<file path="config.mk">
export PLATFORM = sky130hd
export DESIGN_NAME = pred_table_ctrl_flat
export DESIGN_NICKNAME = d
export VERILOG_FILES = /design/src/rtl/pred_table_ctrl_if.sv /design/src/rtl/pred_table_ctrl.sv /design/src/flat_wrapper.sv
export SDC_FILE = /design/constraint.sdc
export NUM_CORES = 1
export LEC_CHECK = 0
export BUFFER_PORTS_ARGS = -buffer_cell sky130_fd_sc_hd__buf_2
export CAP_MARGIN = 10
export CORE_MARGIN = 10
export CORE_UTILIZATION = 30
export CTS_CLUSTER_DIAMETER = 40
export CTS_CLUSTER_SIZE = 25
export DETAILED_ROUTE_END_ITERATION = 10
export SLEW_MARGIN = 10
export SYNTH_ARGS = -nofsm -noshare
export SYNTH_HDL_FRONTEND = slang
export SYNTH_SLANG_ARGS = --single-unit
</file>
<file path="constraint.sdc">
create_clock -name clk -period 8.5 [get_ports clk]
set_input_delay 0 -clock clk [delete_from_list [all_inputs] [get_ports clk]]
set_output_delay 0 -clock clk [all_outputs]
set_load 0.01 [all_outputs]
</file>
<file path="src/rtl/pred_table_ctrl_if.sv">
// Fetch-side lookup and branch-resolution update bundle
// for the direct-mapped branch prediction table.
interface pred_table_ctrl_if;
   logic [31:0] if_pc;
   logic        stall;
   logic [1:0]  hit_pred;
   logic [31:0] pred_target;
   logic [1:0]  hit_pred_d;
   logic [31:0] target_d;
   logic [31:0] upd_pc;
   logic [31:0] upd_target;
   logic        upd_taken;
   logic        wrt;
   logic        wrp;
   logic        clear_all;
   logic        busy;
   logic [15:0] miss_cnt;

   modport master (
      output if_pc,
      output stall,
      output upd_pc,
      output upd_target,
      output upd_taken,
      output wrt,
      output wrp,
      output clear_all,
      input  hit_pred,
      input  pred_target,
      input  hit_pred_d,
      input  target_d,
      input  busy,
      input  miss_cnt
   );

   modport slave (
      input  if_pc,
      input  stall,
      input  upd_pc,
      input  upd_target,
      input  upd_taken,
      input  wrt,
      input  wrp,
      input  clear_all,
      output hit_pred,
      output pred_target,
      output hit_pred_d,
      output target_d,
      output busy,
      output miss_cnt
   );
endinterface

</file>
<file path="src/rtl/pred_table_ctrl.sv">
// Direct-mapped branch prediction table with a one-entry-per-cycle
// invalidation sweep, delayed lookup register and mispredict counter.
module pred_table_ctrl #(
   parameter int ENTRIES = 16,
   parameter int IDX_W   = 4
) (
   input logic           clk,
   input logic           rst_n,
   pred_table_ctrl_if.slave bus
);

   localparam int TAG_W = 30 - IDX_W;

   localparam logic [0:0] S_INIT = 1'b0;
   localparam logic [0:0] S_RUN  = 1'b1;

   localparam logic [IDX_W-1:0] LAST_IDX = IDX_W'(ENTRIES - 1);

   logic [0:0]       r_state;
   logic [IDX_W-1:0] r_idx;
   logic [1:0]       r_hit_pred_d;
   logic [31:0]      r_target_d;
   logic [15:0]      r_miss_cnt;

   logic             r_valid [ENTRIES];
   logic [TAG_W-1:0] r_tag   [ENTRIES];
   logic [31:0]      r_tgt   [ENTRIES];
   logic             r_pred  [ENTRIES];

   logic             w_run;
   logic [IDX_W-1:0] w_lidx;
   logic [TAG_W-1:0] w_ltag;
   logic             w_hit;
   logic [1:0]       w_hit_pred;
   logic [31:0]      w_pred_target;

   logic [IDX_W-1:0] w_uidx;
   logic [TAG_W-1:0] w_utag;
   logic             w_uhit;
   logic             w_do_wrt;
   logic             w_do_wrp;
   logic             w_unused;

   assign w_run  = (r_state == S_RUN);

   assign w_lidx = bus.if_pc[IDX_W+1:2];
   assign w_ltag = bus.if_pc[31:IDX_W+2];
   assign w_uidx = bus.upd_pc[IDX_W+1:2];
   assign w_utag = bus.upd_pc[31:IDX_W+2];

   // byte offset bits never take part in indexing or tagging
   assign w_unused = ^{bus.if_pc[1:0], bus.upd_pc[1:0]};

   assign w_hit = w_run
                & r_valid[w_lidx]
                & (r_tag[w_lidx] == w_ltag);

   assign w_hit_pred    = {w_hit, w_hit & r_pred[w_lidx]};
   assign w_pred_target = w_hit ? r_tgt[w_lidx] : 32'h0;

   assign w_uhit = r_valid[w_uidx]
                 & (r_tag[w_uidx] == w_utag);

   assign w_do_wrt = w_run & bus.wrt;
   assign w_do_wrp = w_run & bus.wrp & ~bus.wrt & w_uhit;

   // state and sweep index
   always_ff @(posedge clk or negedge rst_n) begin
      if (!rst_n) begin
         r_state <= S_INIT;
         r_idx   <= '0;
      end else if (bus.clear_all) begin
         r_state <= S_INIT;
         r_idx   <= '0;
      end else if (r_state == S_INIT) begin
         if (r_idx == LAST_IDX) begin
            r_state <= S_RUN;
            r_idx   <= '0;
         end else begin
            r_idx <= r_idx + 1'b1;
         end
      end
   end

   // table storage; only valid matters after a sweep
   always_ff @(posedge clk) begin
      if (r_state == S_INIT) begin
         r_valid[r_idx] <= 1'b0;
      end else if (w_do_wrt) begin
         r_valid[w_uidx] <= 1'b1;
         r_tag[w_uidx]   <= w_utag;
         r_tgt[w_uidx]   <= bus.upd_target;
         r_pred[w_uidx]  <= bus.upd_taken;
      end else if (w_do_wrp) begin
         r_pred[w_uidx] <= bus.upd_taken;
      end
   end

   always_ff @(posedge clk or negedge rst_n) begin
      if (!rst_n) begin
         r_hit_pred_d <= 2'b00;
         r_target_d   <= 32'h0;
      end else if (bus.clear_all && w_run) begin
         r_hit_pred_d <= 2'b00;
         r_target_d   <= 32'h0;
      end else if (!bus.stall) begin
         r_hit_pred_d <= w_hit_pred;
         r_target_d   <= w_pred_target;
      end
   end

   always_ff @(posedge clk or negedge rst_n) begin
      if (!rst_n) begin
         r_miss_cnt <= 16'h0;
      end else if (w_do_wrp && (r_miss_cnt != 16'hFFFF)) begin
         r_miss_cnt <= r_miss_cnt + 16'h1;
      end
   end

   assign bus.hit_pred    = w_hit_pred;
   assign bus.pred_target = w_pred_target;
   assign bus.hit_pred_d  = r_hit_pred_d;
   assign bus.target_d    = r_target_d;
   assign bus.busy        = (r_state == S_INIT);
   assign bus.miss_cnt    = r_miss_cnt;

endmodule

</file>
<file path="src/flat_wrapper.sv">
// flat-port wrapper written by rule: the top's interface ports become plain ports
module pred_table_ctrl_flat 
#(
   parameter int ENTRIES = 16,
   parameter int IDX_W   = 4
)
  (clk, rst_n, bus_if_pc, bus_stall, bus_upd_pc, bus_upd_target, bus_upd_taken, bus_wrt, bus_wrp, bus_clear_all, bus_hit_pred, bus_pred_target, bus_hit_pred_d, bus_target_d, bus_busy, bus_miss_cnt);
  pred_table_ctrl_if bus_i ();
  input logic clk;
  input logic rst_n;
  input wire logic [$bits(bus_i.if_pc)-1:0] bus_if_pc;
  input wire logic [$bits(bus_i.stall)-1:0] bus_stall;
  input wire logic [$bits(bus_i.upd_pc)-1:0] bus_upd_pc;
  input wire logic [$bits(bus_i.upd_target)-1:0] bus_upd_target;
  input wire logic [$bits(bus_i.upd_taken)-1:0] bus_upd_taken;
  input wire logic [$bits(bus_i.wrt)-1:0] bus_wrt;
  input wire logic [$bits(bus_i.wrp)-1:0] bus_wrp;
  input wire logic [$bits(bus_i.clear_all)-1:0] bus_clear_all;
  output wire logic [$bits(bus_i.hit_pred)-1:0] bus_hit_pred;
  output wire logic [$bits(bus_i.pred_target)-1:0] bus_pred_target;
  output wire logic [$bits(bus_i.hit_pred_d)-1:0] bus_hit_pred_d;
  output wire logic [$bits(bus_i.target_d)-1:0] bus_target_d;
  output wire logic [$bits(bus_i.busy)-1:0] bus_busy;
  output wire logic [$bits(bus_i.miss_cnt)-1:0] bus_miss_cnt;
  assign bus_i.if_pc = bus_if_pc;
  assign bus_i.stall = bus_stall;
  assign bus_i.upd_pc = bus_upd_pc;
  assign bus_i.upd_target = bus_upd_target;
  assign bus_i.upd_taken = bus_upd_taken;
  assign bus_i.wrt = bus_wrt;
  assign bus_i.wrp = bus_wrp;
  assign bus_i.clear_all = bus_clear_all;
  assign bus_hit_pred = bus_i.hit_pred;
  assign bus_pred_target = bus_i.pred_target;
  assign bus_hit_pred_d = bus_i.hit_pred_d;
  assign bus_target_d = bus_i.target_d;
  assign bus_busy = bus_i.busy;
  assign bus_miss_cnt = bus_i.miss_cnt;
  pred_table_ctrl #(.ENTRIES(ENTRIES), .IDX_W(IDX_W)) u_core (.clk(clk), .rst_n(rst_n), .bus(bus_i));
endmodule
</file>
=== Yosys cells after proc, flatten, opt, wreduce, memory -nomap -nowiden ===
Memory sizes are Yosys's and may differ from the RTL's.
Cells that the tools add are included.

* Bits in registers: 55
* Latch bits: 0
* Memory bits (writable): 960
* ROM bits: 0
* Bits of input ports: 103
* Output and inout port bits: 85
* Logic and storage cells: 54
* Memories: 4

{| class="wikitable"
|+ Memory list
! name !! words !! bits a word !! rd ports !! clocked after Yosys merged registers in !! write ports !! RTL line !! source
|-
| u_core.r_tgt || 16 || 32 || 1 || 0 || 1 || pred_table_ctrl.sv:27 || <nowiki>logic [31:0] r_tgt [ENTRIES];</nowiki>
|-
| u_core.r_tag || 16 || 26 || 2 || 0 || 1 || pred_table_ctrl.sv:26 || <nowiki>logic [TAG_W-1:0] r_tag [ENTRIES];</nowiki>
|-
| u_core.r_pred || 16 || 1 || 1 || 0 || 1 || pred_table_ctrl.sv:28 || <nowiki>logic r_pred [ENTRIES];</nowiki>
|-
| u_core.r_valid || 16 || 1 || 2 || 0 || 1 || pred_table_ctrl.sv:25 || <nowiki>logic r_valid [ENTRIES];</nowiki>
|}

* Add/subtract/negate cells: 2
* $mul: 0
* Divide/modulo/power cells: 0
* Order comparisons: 0
* Eq/ne operators: 6
* Shifts and indexed selects: 0
* Multiplexer cells: 23
* Bitwise gates (word level): 11
* Reductions and logical operators: 3

{| class="wikitable"
|+ Operators with widths
! operator !! count
|-
| 2-to-1 mux 32 bit || 3
|-
| equality test 26 bit || 2
|-
| adder 16 x 1 -> 16 bit (second input constant) || 1
|-
| 2-to-1 mux 4 bit || 4
|-
| inequality test 16 bit (second input constant) || 1
|-
| 2-to-1 mux 1 bit || 14
|-
| bitwise AND 1 bit || 8
|-
| adder 4 x 1 -> 4 bit (second input constant) || 1
|-
| equality test 4 bit (second input constant) || 1
|-
| 2-to-1 mux 2 bit || 2
|-
| logical AND 1 bit || 2
|-
| inequality test 2 x 1 -> 1 bit (second input constant) || 1
|-
| inequality test 2 bit (second input constant) || 1
|-
| NOT 1 bit || 2
|-
| OR 1 bit || 1
|-
| OR reduction 1 bit || 1
|}

=== Depth between registers and ports, before layout ===
An unclocked memory read counts as a cell.

* Word-level depth: 9
* Gate-level depth with buffers: 16
* Mapped depth without buffers: 9

=== Worst setup path after synthesis ===
OpenSTA, ideal clock, no wires.

* Kind: input port to flip-flop
* Start: input port bus_upd_pc[5]
* End: memory u_core.r_tag[4][0] (netlist name) (enable)
* Library setup time: 0.474 ns
* Data arrival time: 3.655 ns
* Data required time: 8.026 ns
* Setup slack: 4.371 ns
* Cell stages on the path: 7
* Buffers on the path: 4
* Cells stage by stage: buf_2 buf_2 buf_2 buf_4 nand2b_1 or2_2 nor2_1

{| class="wikitable"
|+ RTL lines
! item !! RTL line !! source
|-
| from (decl) || flat_wrapper.sv:13 || <nowiki>input wire logic [$bits(bus_i.upd_pc)-1:0] bus_upd_pc;</nowiki>
|-
| to (decl) || pred_table_ctrl.sv:26 ||
|}

No word-level cell before the write port.

=== Final worst setup path ===
* Start: input port bus_if_pc[5]
* End: register u_core.r_target_d[16], in the netlist u_core.bus.target_d[16]

* Longest elaborated chain between the ends: 6
* Elaborated cells on any way between the ends: 9
* Those cells by class: eq/ne: 1; mux: 3; bitwise: 2; memory: 3

{| class="wikitable"
|+ Ends and longest elaborated chain
! item !! RTL line !! source
|-
| from (decl) || flat_wrapper.sv:11 || <nowiki>input wire logic [$bits(bus_i.if_pc)-1:0] bus_if_pc;</nowiki>
|-
| memory (16 x 26 bit) or memory (16 x 1 bit) (tied branches) || - ||
|-
| equality test 26 bit or bitwise AND 1 bit (tied branches) || pred_table_ctrl.sv:56, pred_table_ctrl.sv:55 ||
|-
| bitwise AND 1 bit || pred_table_ctrl.sv:56 || <nowiki>& (r_tag[w_lidx] == w_ltag);</nowiki>
|-
| 2-to-1 mux 32 bit * || pred_table_ctrl.sv:59 || <nowiki>assign w_pred_target = w_hit ? r_tgt[w_lidx] : 32'h0;</nowiki>
|-
| 2-to-1 mux 32 bit * || pred_table_ctrl.sv:106 || <nowiki>end else if (!bus.stall) begin</nowiki>
|-
| 2-to-1 mux 32 bit * || pred_table_ctrl.sv:103 || <nowiki>end else if (bus.clear_all && w_run) begin</nowiki>
|-
| to (signal assigned) || pred_table_ctrl.sv:108 || <nowiki>r_target_d <= w_pred_target;</nowiki>
|-
| to (decl) || pred_table_ctrl.sv:22 || <nowiki>logic [31:0] r_target_d;</nowiki>
|}

Mark *: on every way between the ends. The rest lies on a longest branch, timed or not. The select of a mux whose other input is x is not followed.
A chain may end at the register's enable or synchronous reset.

==> results.rst <==
.. list-table::
   :header-rows: 1

   * - Metric
     - Value
   * - Status
     - complete, no violations
   * - Sort of element at the start of the critical path
     - input pin
   * - Nets in the synthesized netlist
     - 2437
   * - Top Usage Layer GRT
     - met2
   * - Total half-perimeter wirelength after legalization and detailed placement
     - 76.1 mm
   * - GRT Residual Overflow
     - 0
   * - Number of max-slew violations in the final report
     - 0
   * - Clock input transition at the sequential cells of the worst setup and hold paths
     - 0.06 ns
   * - Number of vias in the routed layout
     - 25000
   * - Initial cell density of the core
     - 0.303
   * - Grt met1 use
     - 0.215
   * - Switching Power
     - 2.84 mW
   * - Path category of the worst min-delay check
     - input pin to flop
   * - Global-route wire length before repair
     - 186 mm
   * - Worst-case register-to-register setup slack
     - 3.89 ns
   * - Total wirelength of the detailed-routed design
     - 129 mm
   * - Post-CTS Setup Inserts
     - 0
   * - Cells on worst reg2reg path
     - 9
   * - Layout cells sized above 1
     - 0.317
   * - Worst hold slack
     - 0.107 ns
   * - Insertion delay of the later-clocked pin in the worst-skew pair
     - 0.76 ns
   * - Mapped Avg Cell Area
     - 18.9 sq um
   * - Top Family by Delay on Critical Path
     - buffers and inverters
   * - R2r endpoint
     - u_core.bus.target_d[16]
   * - Clock tree root buffer cell
     - clkbuf_16
   * - Level count of the clock H-tree
     - 4
   * - Total number of placement rows
     - 140
   * - Max Clock Skew
     - 0.0349 ns
   * - Count of hold buffers inserted by post-cts repair
     - 64
   * - Number of enable-type register cells in the synthesized netlist
     - 960
   * - Prevailing post-synth register cell
     - edfxtp_1
   * - Number of antenna violations at the first check in global routing
     - 28
   * - Leakage power
     - 17.7 nW
   * - Largest fanout on the critical path
     - 35
   * - Portion of total power attributed to the clock network
     - 0.497
   * - Power density of the placed cells
     - 232 nW/um^2
   * - Global placement routability congestion
     - 0.836
   * - Internal power component
     - 9.45 mW
   * - Hold EP
     - u_core.r_idx[0]
   * - Mapped Area
     - 44200 sq um
   * - Total of flip-flops plus latches after synthesis
     - 1015
   * - Area growth from synthesis to final layout
     - 19.8%
   * - Routing usage on met3
     - 0.0353
   * - Crit Path Class
     - input pin to flop
   * - Share of synthesized flip-flops with an asynchronous set or reset
     - 0.0542
   * - Cell type of the slowest stage on the worst timing path
     - nand3_2
   * - Number of buffer and inverter instances along the worst setup path
     - 5
   * - Die width
     - 404 microns
   * - Number of buffers created by CTS
     - 139
   * - Final worst path period need
     - 4.93 ns
   * - Count of mapped cells out of synthesis
     - 2332
   * - Crit path cell chain
     - buf_2 -> inv_4 -> buf_4 -> nor2_1 -> buf_4 -> a221oi_1 -> xnor2_1 -> or4_1 -> nor4_4 -> buf_4 -> nand3_2 -> o22ai_1
   * - Worst flop-to-flop path startpoint
     - u_core.r_tag[5][8]
   * - Data required time of the critical path
     - 9.11 ns
   * - Critical Path Sink Type
     - flop
   * - Max capacitance violation total
     - 0
   * - Worst-case clock buffer depth
     - 3
   * - Synthesis Warnings
     - 0
   * - Die height
     - 404 microns
   * - Ratio of routed vias to standard cells
     - 5.36
   * - Met2 layer usage reported by global route
     - 0.243
   * - Crit-path most repeated cell
     - buf_4
   * - I/O pin total
     - 188
   * - Transition time at the pin with the least slew margin
     - 1.21 ns
   * - CP max stage delay
     - 0.99 ns
   * - TritonRoute pass-1 iters
     - 6
   * - Net count reported at finish
     - 2731
   * - Sequential share of power
     - 0.445
   * - Starting DRC count in detailed routing
     - 2938
   * - Portion of the post-synthesis area used by sequential elements
     - 0.684
   * - TritonCTS clock tree
     - done
   * - Post-route clock period utilization
     - 0.580
   * - Routed len/inst
     - 27.6 microns
   * - Area of the die
     - 163000 sq um
   * - Post-route ant nets
     - 0
   * - Logic gate share of total power
     - 0.058
   * - Number of remaining DRC errors
     - 0
   * - Resized Gates After CTS
     - 0
   * - Setup repair after global routing missed its margin
     - false
   * - Max_slew headroom
     - 0.193
   * - Switching portion of total power
     - 0.231
   * - TritonCTS sink count
     - 1015
   * - Worst vdd rail ir drop
     - 0.151 mV
   * - Worst EP arrival
     - 5.54 ns
   * - Number of port buffers
     - 183
   * - Maximum frequency from static timing analysis
     - 203 MHz
   * - Final Hold Fails
     - 0
   * - Vias in the first global route
     - 25500
   * - Final number of setup-violating endpoints
     - 0
   * - Hold path cells
     - 3
   * - Maximum number of pins on one net before global-route repair
     - 79
   * - Startpoint of the lowest-slack hold path
     - bus_clear_all
   * - Number of distinct standard cells referenced by the synthesized netlist
     - 71
   * - Standard cell core area
     - 146000 sq um
   * - Global routing usage summed across all routing layers
     - 0.154
   * - Fin Setup TNS
     - 0 ns
[power groups by stage]
| stage | clock network (mW) | registers [mW] | logic (mW) |
|---|---|---|---|
| floorplan | 0 | 5.58 | 0.418 |
| global route | 6.42 | 5.47 | 0.757 |
| global placement | 0 | 5.58 | 0.674 |
| finish | 6.11 | 5.47 | 0.708 |
| CTS | 6.21 | 5.47 | 0.712 |
| detailed placement | 0 | 5.58 | 0.679 |
[cells in the mapped netlist (13+ instances only)]
| cell | instances | share of area |
|---|---|---|
| a21oi_1 | 19 | 0.0022 |
| a221oi_1 | 19 | 0.0038 |
| a22oi_1 | 34 | 0.0058 |
| and3_1 | 49 | 0.0069 |
| buf_1 | 22 | 0.0019 |
| buf_2 | 36 | 0.0041 |
| clkbuf_1 | 63 | 0.0054 |
| dfrtp_1 | 55 | 0.031 |
| edfxtp_1 | 960 | 0.65 |
| inv_1 | 21 | 0.0018 |
| mux2_2 | 38 | 0.0097 |
| mux2i_1 | 121 | 0.027 |
| mux4_2 | 319 | 0.16 |
| nand2_1 | 110 | 0.0093 |
| nand3_1 | 31 | 0.0035 |
| nand4_1 | 14 | 0.0020 |
| nor2_1 | 77 | 0.0065 |
| nor2b_1 | 13 | 0.0018 |
| nor3_1 | 29 | 0.0033 |
| nor4_1 | 14 | 0.0020 |
| o22ai_1 | 53 | 0.0075 |
| xnor2_1 | 34 | 0.0067 |
| xor2_1 | 29 | 0.0057 |
[through the flow]
| stage | cells | instance area [sq um] | total power [mW] | setup slack (ns) | util |
|---|---|---|---|---|---|
| floorplan | 2332 | 44200 | 6.00 | 4.37 | - |
| CTS | 4659 | 52900 | 12.4 | 3.63 | 0.363 |
| detailed placement | 4338 | 47300 | 6.26 | 2.89 | 0.324 |
| finish | 4664 | 52900 | 12.3 | 3.57 | 0.363 |
| global placement | 4338 | 47300 | 6.25 | 2.92 | 0.324 |
| global route | 4661 | 52900 | 12.6 | 3.34 | 0.363 |
[worst register-to-register path: cells and delay by family, from the launching register on]
family / cells / cell delay (ns)
simple gates: 4 / 2.10
compound gates: 2 / 0.75
buf+inv: 1 / 0.50
mux: 1 / 0.48
flops: 1 / 0.40
xor+xnor: 1 / 0.22
[cell families (layout without fill, tap and decap cells)]
kind of cell,after synthesis,in the layout,synth area share
DFF,1015,1015,0.684
buffers and inverters,167,577,0.0193
xor gates and xnor gates,63,63,0.0125
and+or+nand+nor,397,397,0.0461
adders and majority gates,2,2,0.000566
AOI/OAI and AO/OA,202,202,0.0333
muxes,486,486,0.204
other,0,5,0
[state kept, by name (all words and copies together), names as in the netlist]
name	count
u_core.r_tgt	512
u_core.r_idx	4
u_core.r_pred	16
u_core.r_valid	16
u_core.bus.miss_cnt	16
u_core.r_state	1
u_core.bus.target_d	32
u_core.bus.hit_pred_d	2
u_core.r_tag	416
[metal layers]
metal / up-vias / routed length (microns)
met4: 26 / 2780
met5: - / 166
met2: 1141 / 60500
met3: 221 / 10700
met1: 13200 / 54400
li1: 10400 / -
[final cells by class]
class                      count  area [sq um]
sequential                  1015         30200
clock buffer                 145          3510
clock inverter               112          1470
timing repair buffer         299          2000
antenna                        5          12.5
tap                         1917          2400
inverter                      21          81.3
multi-input combinational   1150         13300
fill                       13400         93000
[worst max-delay path by stage]
stage             startpoint                        to  slack [ns]  cells after the start
2_1_floorplan  bus_upd_pc[5]        u_core.r_tag[4][0]        4.37                      7
4_1_cts         bus_if_pc[5]   u_core.bus.target_d[16]        3.63                     12
5_1_grt         bus_if_pc[5]   u_core.bus.target_d[16]        3.34                     12
3_3_place_gp    bus_if_pc[5]  u_core.bus.hit_pred_d[1]        2.92                     12
3_5_place_dp    bus_if_pc[5]    u_core.bus.target_d[1]        2.89                     12
6_report        bus_if_pc[5]   u_core.bus.target_d[16]        3.57                     12
[placed cells by master, fill, tap and decap left out, drive strengths merged, types with 31 or more instances in the layout]
master	instances
xnor2	34
clkinv	52
nor2	77
mux4	327
dlygate4sd3	64
nand2	110
nor3	33
and3	49
edfxtp	960
clkbuf	145
o22ai	53
inv	54
buf	235
nand3	31
a22oi	35
mux2	38
dfrtp	55
mux2i	121
Power figures use the tool's default switching activity.
